<file path="src/rtl/pipe_hazard_ctrl_if.sv">
// Control bundle between the hazard sequencer and the pipeline / data memory.
// The sequencer side is the master; the pipeline and memory side is the slave.
interface pipe_hazard_ctrl_if #(
    parameter int LANES = 4,
    parameter int REG_W = 4,
    parameter int CNT_W = 16
);
    localparam int BEAT_W = $clog2(LANES);

    logic               id_valid;
    logic [REG_W-1:0]   id_rs1;
    logic [REG_W-1:0]   id_rs2;
    logic               id_use_rs1;
    logic               id_use_rs2;
    logic [1:0]         ex_wb;
    logic [REG_W-1:0]   ex_dest;
    logic               ex_branch_taken;
    logic               mem_vmem;
    logic               mem_req;
    logic               mem_ack;
    logic [BEAT_W-1:0]  beat_idx;
    logic               pc_en;
    logic               ifid_en;
    logic               ifid_flush;
    logic               idex_en;
    logic               idex_flush;
    logic               exmem_en;
    logic               memwb_en;
    logic [CNT_W-1:0]   stall_cycles;

    modport master (
        input  id_valid, id_rs1, id_rs2, id_use_rs1, id_use_rs2,
        input  ex_wb, ex_dest, ex_branch_taken, mem_vmem, mem_ack,
        output mem_req, beat_idx, pc_en, ifid_en, ifid_flush,
        output idex_en, idex_flush, exmem_en, memwb_en, stall_cycles
    );

    modport slave (
        output id_valid, id_rs1, id_rs2, id_use_rs1, id_use_rs2,
        output ex_wb, ex_dest, ex_branch_taken, mem_vmem, mem_ack,
        input  mem_req, beat_idx, pc_en, ifid_en, ifid_flush,
        input  idex_en, idex_flush, exmem_en, memwb_en, stall_cycles
    );
endinterface

</file>
<file path="src/rtl/pipe_hazard_ctrl.sv">
// Stall/flush sequencer for the 5-stage vector pipeline: load-use stalls, branch
// flushes, multi-beat vector memory sequencing and a saturating stall counter.
module pipe_hazard_ctrl #(
    parameter int LANES = 4,
    parameter int REG_W = 4,
    parameter int CNT_W = 16
) (
    input  logic                clk,
    input  logic                rst_n,
    pipe_hazard_ctrl_if.master  bus
);
    localparam int BEAT_W = $clog2(LANES);
    localparam logic [BEAT_W-1:0] LAST_BEAT = BEAT_W'(LANES - 1);
    localparam logic [CNT_W-1:0]  CNT_MAX   = {CNT_W{1'b1}};

    typedef enum logic [0:0] {
        RUN  = 1'b0,
        VMEM = 1'b1
    } state_t;

    state_t             state_r;
    state_t             state_nxt_s;
    logic [BEAT_W-1:0]  beat_r;
    logic [BEAT_W-1:0]  beat_nxt_s;
    logic [CNT_W-1:0]   stall_r;

    logic hazard_s;
    logic last_beat_s;
    logic stall_cnt_s;
    logic mem_req_s;
    logic pc_en_s;
    logic ifid_en_s;
    logic ifid_flush_s;
    logic idex_en_s;
    logic idex_flush_s;
    logic exmem_en_s;
    logic memwb_en_s;

    function automatic logic rs_match(
        input logic             use_rs,
        input logic [REG_W-1:0] rs,
        input logic [REG_W-1:0] dest
    );
        return use_rs & (rs == dest);
    endfunction

    // Load-use hazard: the instruction in ID needs a register the load in EX is about to fetch.
    always_comb begin
        hazard_s = bus.id_valid & bus.ex_wb[0] & bus.ex_wb[1] &
                   (rs_match(bus.id_use_rs1, bus.id_rs1, bus.ex_dest) |
                    rs_match(bus.id_use_rs2, bus.id_rs2, bus.ex_dest));
    end

    // Final beat of a vector access is the acknowledged beat on the last lane.
    always_comb begin
        last_beat_s = bus.mem_ack & (beat_r == LAST_BEAT);
    end

    // Next state, beat sequencing and pipeline-register controls.
    always_comb begin
        state_nxt_s  = state_r;
        beat_nxt_s   = beat_r;
        mem_req_s    = 1'b0;
        pc_en_s      = 1'b1;
        ifid_en_s    = 1'b1;
        ifid_flush_s = 1'b0;
        idex_en_s    = 1'b1;
        idex_flush_s = 1'b0;
        exmem_en_s   = 1'b1;
        memwb_en_s   = 1'b1;
        // Reset overrides the inputs so no stray request reaches memory while held.
        if (!rst_n) begin
            state_nxt_s = RUN;
            beat_nxt_s  = {BEAT_W{1'b0}};
        end else begin
            case (state_r)
                RUN: begin
                    if (bus.mem_vmem) begin
                        mem_req_s   = 1'b1;
                        pc_en_s     = 1'b0;
                        ifid_en_s   = 1'b0;
                        idex_en_s   = 1'b0;
                        exmem_en_s  = 1'b0;
                        memwb_en_s  = 1'b0;
                        state_nxt_s = VMEM;
                        beat_nxt_s  = bus.mem_ack ? BEAT_W'(1) : {BEAT_W{1'b0}};
                    end else if (bus.ex_branch_taken) begin
                        // The stalled instruction would be discarded anyway, so no stall.
                        ifid_flush_s = 1'b1;
                        idex_flush_s = 1'b1;
                    end else if (hazard_s) begin
                        pc_en_s      = 1'b0;
                        ifid_en_s    = 1'b0;
                        idex_flush_s = 1'b1;
                    end else begin
                        mem_req_s = 1'b0;
                    end
                end
                VMEM: begin
                    mem_req_s = 1'b1;
                    if (last_beat_s) begin
                        state_nxt_s = RUN;
                        beat_nxt_s  = {BEAT_W{1'b0}};
                    end else begin
                        pc_en_s    = 1'b0;
                        ifid_en_s  = 1'b0;
                        idex_en_s  = 1'b0;
                        exmem_en_s = 1'b0;
                        memwb_en_s = 1'b0;
                        if (bus.mem_ack) begin
                            beat_nxt_s = beat_r + BEAT_W'(1);
                        end else begin
                            beat_nxt_s = beat_r;
                        end
                    end
                end
                default: begin
                    state_nxt_s = RUN;
                    beat_nxt_s  = {BEAT_W{1'b0}};
                end
            endcase
        end
    end

    // Every vector-access cycle counts, including the acknowledged final beat that releases the pipe.
    always_comb begin
        stall_cnt_s = ~pc_en_s | (state_r == VMEM);
    end

    // FSM state and beat index registers.
    always_ff @(posedge clk or negedge rst_n) begin
        if (!rst_n) begin
            state_r <= RUN;
            beat_r  <= {BEAT_W{1'b0}};
        end else begin
            state_r <= state_nxt_s;
            beat_r  <= beat_nxt_s;
        end
    end

    // Saturating stall-cycle counter.
    always_ff @(posedge clk or negedge rst_n) begin
        if (!rst_n) begin
            stall_r <= {CNT_W{1'b0}};
        end else if (stall_cnt_s && (stall_r != CNT_MAX)) begin
            stall_r <= stall_r + CNT_W'(1);
        end else begin
            stall_r <= stall_r;
        end
    end

    assign bus.mem_req      = mem_req_s;
    assign bus.beat_idx     = beat_r;
    assign bus.pc_en        = pc_en_s;
    assign bus.ifid_en      = ifid_en_s;
    assign bus.ifid_flush   = ifid_flush_s;
    assign bus.idex_en      = idex_en_s;
    assign bus.idex_flush   = idex_flush_s;
    assign bus.exmem_en     = exmem_en_s;
    assign bus.memwb_en     = memwb_en_s;
    assign bus.stall_cycles = stall_r;

endmodule

</file>
<file path="src/flat_wrapper.sv">
// flat-port wrapper written by rule: the top's interface ports become plain ports
module pipe_hazard_ctrl_flat 
#(
    parameter int LANES = 4,
    parameter int REG_W = 4,
    parameter int CNT_W = 16
)
  (clk, rst_n, bus_id_valid, bus_id_rs1, bus_id_rs2, bus_id_use_rs1, bus_id_use_rs2, bus_ex_wb, bus_ex_dest, bus_ex_branch_taken, bus_mem_vmem, bus_mem_ack, bus_mem_req, bus_beat_idx, bus_pc_en, bus_ifid_en, bus_ifid_flush, bus_idex_en, bus_idex_flush, bus_exmem_en, bus_memwb_en, bus_stall_cycles);
  pipe_hazard_ctrl_if #(.LANES(LANES), .REG_W(REG_W), .CNT_W(CNT_W)) bus_i ();
  input  logic clk;
  input  logic rst_n;
  input wire logic [$bits(bus_i.id_valid)-1:0] bus_id_valid;
  input wire logic [$bits(bus_i.id_rs1)-1:0] bus_id_rs1;
  input wire logic [$bits(bus_i.id_rs2)-1:0] bus_id_rs2;
  input wire logic [$bits(bus_i.id_use_rs1)-1:0] bus_id_use_rs1;
  input wire logic [$bits(bus_i.id_use_rs2)-1:0] bus_id_use_rs2;
  input wire logic [$bits(bus_i.ex_wb)-1:0] bus_ex_wb;
  input wire logic [$bits(bus_i.ex_dest)-1:0] bus_ex_dest;
  input wire logic [$bits(bus_i.ex_branch_taken)-1:0] bus_ex_branch_taken;
  input wire logic [$bits(bus_i.mem_vmem)-1:0] bus_mem_vmem;
  input wire logic [$bits(bus_i.mem_ack)-1:0] bus_mem_ack;
  output wire logic [$bits(bus_i.mem_req)-1:0] bus_mem_req;
  output wire logic [$bits(bus_i.beat_idx)-1:0] bus_beat_idx;
  output wire logic [$bits(bus_i.pc_en)-1:0] bus_pc_en;
  output wire logic [$bits(bus_i.ifid_en)-1:0] bus_ifid_en;
  output wire logic [$bits(bus_i.ifid_flush)-1:0] bus_ifid_flush;
  output wire logic [$bits(bus_i.idex_en)-1:0] bus_idex_en;
  output wire logic [$bits(bus_i.idex_flush)-1:0] bus_idex_flush;
  output wire logic [$bits(bus_i.exmem_en)-1:0] bus_exmem_en;
  output wire logic [$bits(bus_i.memwb_en)-1:0] bus_memwb_en;
  output wire logic [$bits(bus_i.stall_cycles)-1:0] bus_stall_cycles;
  assign bus_i.id_valid = bus_id_valid;
  assign bus_i.id_rs1 = bus_id_rs1;
  assign bus_i.id_rs2 = bus_id_rs2;
  assign bus_i.id_use_rs1 = bus_id_use_rs1;
  assign bus_i.id_use_rs2 = bus_id_use_rs2;
  assign bus_i.ex_wb = bus_ex_wb;
  assign bus_i.ex_dest = bus_ex_dest;
  assign bus_i.ex_branch_taken = bus_ex_branch_taken;
  assign bus_i.mem_vmem = bus_mem_vmem;
  assign bus_i.mem_ack = bus_mem_ack;
  assign bus_mem_req = bus_i.mem_req;
  assign bus_beat_idx = bus_i.beat_idx;
  assign bus_pc_en = bus_i.pc_en;
  assign bus_ifid_en = bus_i.ifid_en;
  assign bus_ifid_flush = bus_i.ifid_flush;
  assign bus_idex_en = bus_i.idex_en;
  assign bus_idex_flush = bus_i.idex_flush;
  assign bus_exmem_en = bus_i.exmem_en;
  assign bus_memwb_en = bus_i.memwb_en;
  assign bus_stall_cycles = bus_i.stall_cycles;
  pipe_hazard_ctrl #(.LANES(LANES), .REG_W(REG_W), .CNT_W(CNT_W)) u_core (.clk(clk), .rst_n(rst_n), .bus(bus_i));
endmodule
</file>
<file path="config.mk">
export PLATFORM = sky130hd
export DESIGN_NAME = pipe_hazard_ctrl_flat
export DESIGN_NICKNAME = d
export VERILOG_FILES = /design/src/rtl/pipe_hazard_ctrl_if.sv /design/src/rtl/pipe_hazard_ctrl.sv /design/src/flat_wrapper.sv
export SDC_FILE = /design/constraint.sdc
export NUM_CORES = 1
export LEC_CHECK = 0
export BUFFER_PORTS_ARGS = -buffer_cell sky130_fd_sc_hd__buf_2
export CAP_MARGIN = 20
export CORE_MARGIN = 2
export CORE_UTILIZATION = 46
export CTS_BUF_LIST = sky130_fd_sc_hd__clkbuf_8
export CTS_CLUSTER_SIZE = 10
export DETAILED_ROUTE_END_ITERATION = 8
export GPL_TIMING_DRIVEN = 1
export MAX_ROUTING_LAYER = met4
export PLACE_DENSITY_LB_ADDON = 0.05
export SETUP_SLACK_MARGIN = 0.5
export SYNTH_ARGS = -nofsm -noshare
export SYNTH_HDL_FRONTEND = slang
export SYNTH_SLANG_ARGS = --single-unit
</file>
<file path="constraint.sdc">
create_clock -name clk -period 2.4 [get_ports clk]
set_input_delay 0.72 -clock clk [delete_from_list [all_inputs] [get_ports clk]]
set_output_delay 0.72 -clock clk [all_outputs]
set_load 0.02 [all_outputs]
</file>
==> impl_results.md <==
- Post-Synth XOR/XNOR Area: 14.15%
- Die area: ~3300 sq um
- Slew Viols, Final: 0
- Post-CTS Hold Buffers: 0
- Multiplexer area fraction after synthesis: 2.502%
- HP Class: reg -> reg
- Syn Std Cell Area: 1300 sq um
- Post-Synthesis Cells: 118
- Clk sinks: 19
- Placer Congestion: 0.7983
- H-tree depth: 1
- Setup TNS: -438.8 ps
- Starting Density: 47.97%
- Slew @ Worst Pin: 490.7 ps
- Most frequent cells in the layout: buf_2 (30), buf_6 (21), dfrtp_1 (18)
- Compound-Gate Fraction of Synth Area: 20.12%
- Detailed placement HPWL: 2324 um
- Initial antenna violation count: 0
- Met1 usage: between 20 and 30%
- Final period utilization: 106.6%
- Final hold violation count: 0
- Vias: 1341
- I/O pin total: 48
- Syn nets: 142
- Mapped Avg Cell Area: 11.02 sq um
- Hold slack: roughly 500 ps
- Clock root buffer: clkbuf_8
- Failing checks: negative setup slack
- Die height: 57.16 um
- WP data arrival: 1840 ps
- GRT Util Overall: 24.32%
- Yosys cell types: 37
- Post-synthesis sequential area ratio: between 30% and 40%
- Data required, critical path: 1680 ps
- Post-synthesis adder-cell area fraction: 1.925%
- Peak supply drop: about 0.66 mV
- Post-route DRC: 0
- Met3 Use GR: 3.401%
- Max Clock Skew: 1.852 ps
- Vias per cell: 5.987
- Ys async rst share: 100.0%
- Largest family of logic cells by synthesized area: simple AND/OR/NAND/NOR gates
- Synth-to-Final Area Change: 80.94%
- Critical path type: in -> out
- Final setup violation count: 3
- Gr busiest metal: met2
- Sequential cell area: 476.7 sq um
- Outcome: finished with violations
- Drt first-iter violations: 78
- Port buffer count: 47
- Share of cells above drive strength 1: 63.73%
- Wirelength per Cell: approximately 20 um
- Remaining antenna violation count after routing: 0
- Row cnt: 19
- Nets: 218
- Slew headroom: 67.28%
- First-pass GRT wire length: 6141 um
- Diode count: 0
- Commonest non-fill, non-tap cell in the layout: buf_2
- Area of the multi-input gates: 1149 sq um
- Largest net degree at the start of global routing: 14
- Minimum clock period: 2559 ps
- Grt met2 use: 41.71%
- Max frequency: 0.3908 GHz
- Clock transition at path regs: 70 ps
- RSZ-0062 raised after global routing: yes
- Cell Pwr Density: 521.9 nW/um^2
- Core ar.: 2710 sq um
- LEAKAGE: 1.048 nW
- Post-synthesis simple-gate area fraction: 22.14%
- Pre-Repair DR Iteration Count: 4
- Tot Pwr: around 1.2 mW
- Critical Path Fanout Max: 2
- Ys Warns: 0
- Filler Cell Count: 125
- Die Wd: 57.16 um
- Post-synth EDFFs: 0
- Vias in the first global route: 1302
- Crit start category: input pin
- Total Routed Length: roughly 4600 um
- Max clock buf depth: 2
- Max cap viols: 0
- Final WS setup: -158.6 ps
- Worst-Skew Late Latency: 250 ps
- Cts bufs inserted: 3
- Top FF cell, synth: dfrtp_1
- Clock tree from TritonCTS: yes
- Grt total ovfl: 0
- Synth Register Bits: 19
- CP endpoint kind: output pin
==> flip-flops by register name, indices dropped and copies added (netlist names) <==
name and count:
u_core.bus.beat_idx 2, u_core.bus.stall_cycles 16, u_core.state_r 1
==> final timing paths <==
check | cells past startpoint | startpoint | to | slack (ps)
min reg2reg | 1 | u_core.bus.stall_cycles[0]$_DFFE_PN0P_ | u_core.bus.stall_cycles[0]$_DFFE_PN0P_ | 510
max in group asynchronous | 5 | rst_n | u_core.bus.stall_cycles[0]$_DFFE_PN0P_ | 1420
max reg2reg | 5 | u_core.bus.stall_cycles[0]$_DFFE_PN0P_ | u_core.bus.stall_cycles[14]$_DFFE_PN0P_ | 290
max | 6 | bus_ex_dest[1] | bus_idex_flush | -160
min | 1 | u_core.bus.stall_cycles[0]$_DFFE_PN0P_ | u_core.bus.stall_cycles[0]$_DFFE_PN0P_ | 510
min in group asynchronous | 4 | rst_n | u_core.bus.beat_idx[0]$_DFFE_PN0P_ | 580
==> metal layers <==
layer  wire [um]  up-vias
li1            -      583
met1        1798      675
met4         134        0
met2        2407       67
met3         244       16
met5           0        -
==> through the flow <==
step	area (sq um)	std cells	utilization [%]	worst slack (ps)
floorplan	1429	118	-	-42.18
global placement	1778	207	65.60	-184.7
detailed placement	1778	207	65.60	-191.2
CTS	2175	219	80.24	-118.6
global route	2352	224	86.80	-173.6
finish	2352	224	86.80	-158.6
==> synth_stat cells, drive strengths merged, types with 3 or more instances <==
library cell,n,share of area (%)
and3,8,3.9
buf,4,2.3
nand3,7,2.7
nor2,4,1.2
nor2b,3,1.4
a211oi,8,4.6
dfrtp,19,37
xor2,16,11
o21ai,5,1.9
xnor2,5,3.4
nand2,5,1.4
==> what timing repair did <==
| item | in CTS | in global routing |
|---|---|---|
| resized for setup | 66 | 24 |
| endpoints found under the setup margin | 23 | 24 |
| pin swaps | 25 | 21 |
| buffers inserted | 8 | 5 |
==> report_power, final <==
part	switching, mW	leakage (nW)	total [mW]	internal, mW
Sequential	0.0936	0.243	0.483	0.390
Clock	0.106	0.0269	0.220	0.114
Combinational	0.284	0.778	0.525	0.240
Total	0.484	1.05	1.23	0.744
==> cell families after synthesis <==
kind of cell | count (synthesis)
DFF | 19
buffers and inverters | 5
muxes | 3
and+or+nand+nor | 40
xor gates and xnor gates | 21
AOI/OAI and AO/OA | 28
adders and majority gates | 2
==> area by class of cell <==
class	count	area share [%]
tap	31	1.649
multi-input combinational	94	48.83
inverter	1	0.1596
sequential	19	20.27
clock inverter	1	0.1596
clock buffer	3	1.755
timing repair buffer	75	27.18
==> worst max-delay path, cell delays in order <==
cell and delay (ps):
buf_8 120, xor2_4 180, nor4_4 290, a32o_1 240, o211a_1 170, buf_6 120
(Power assumes the default switching activity.)
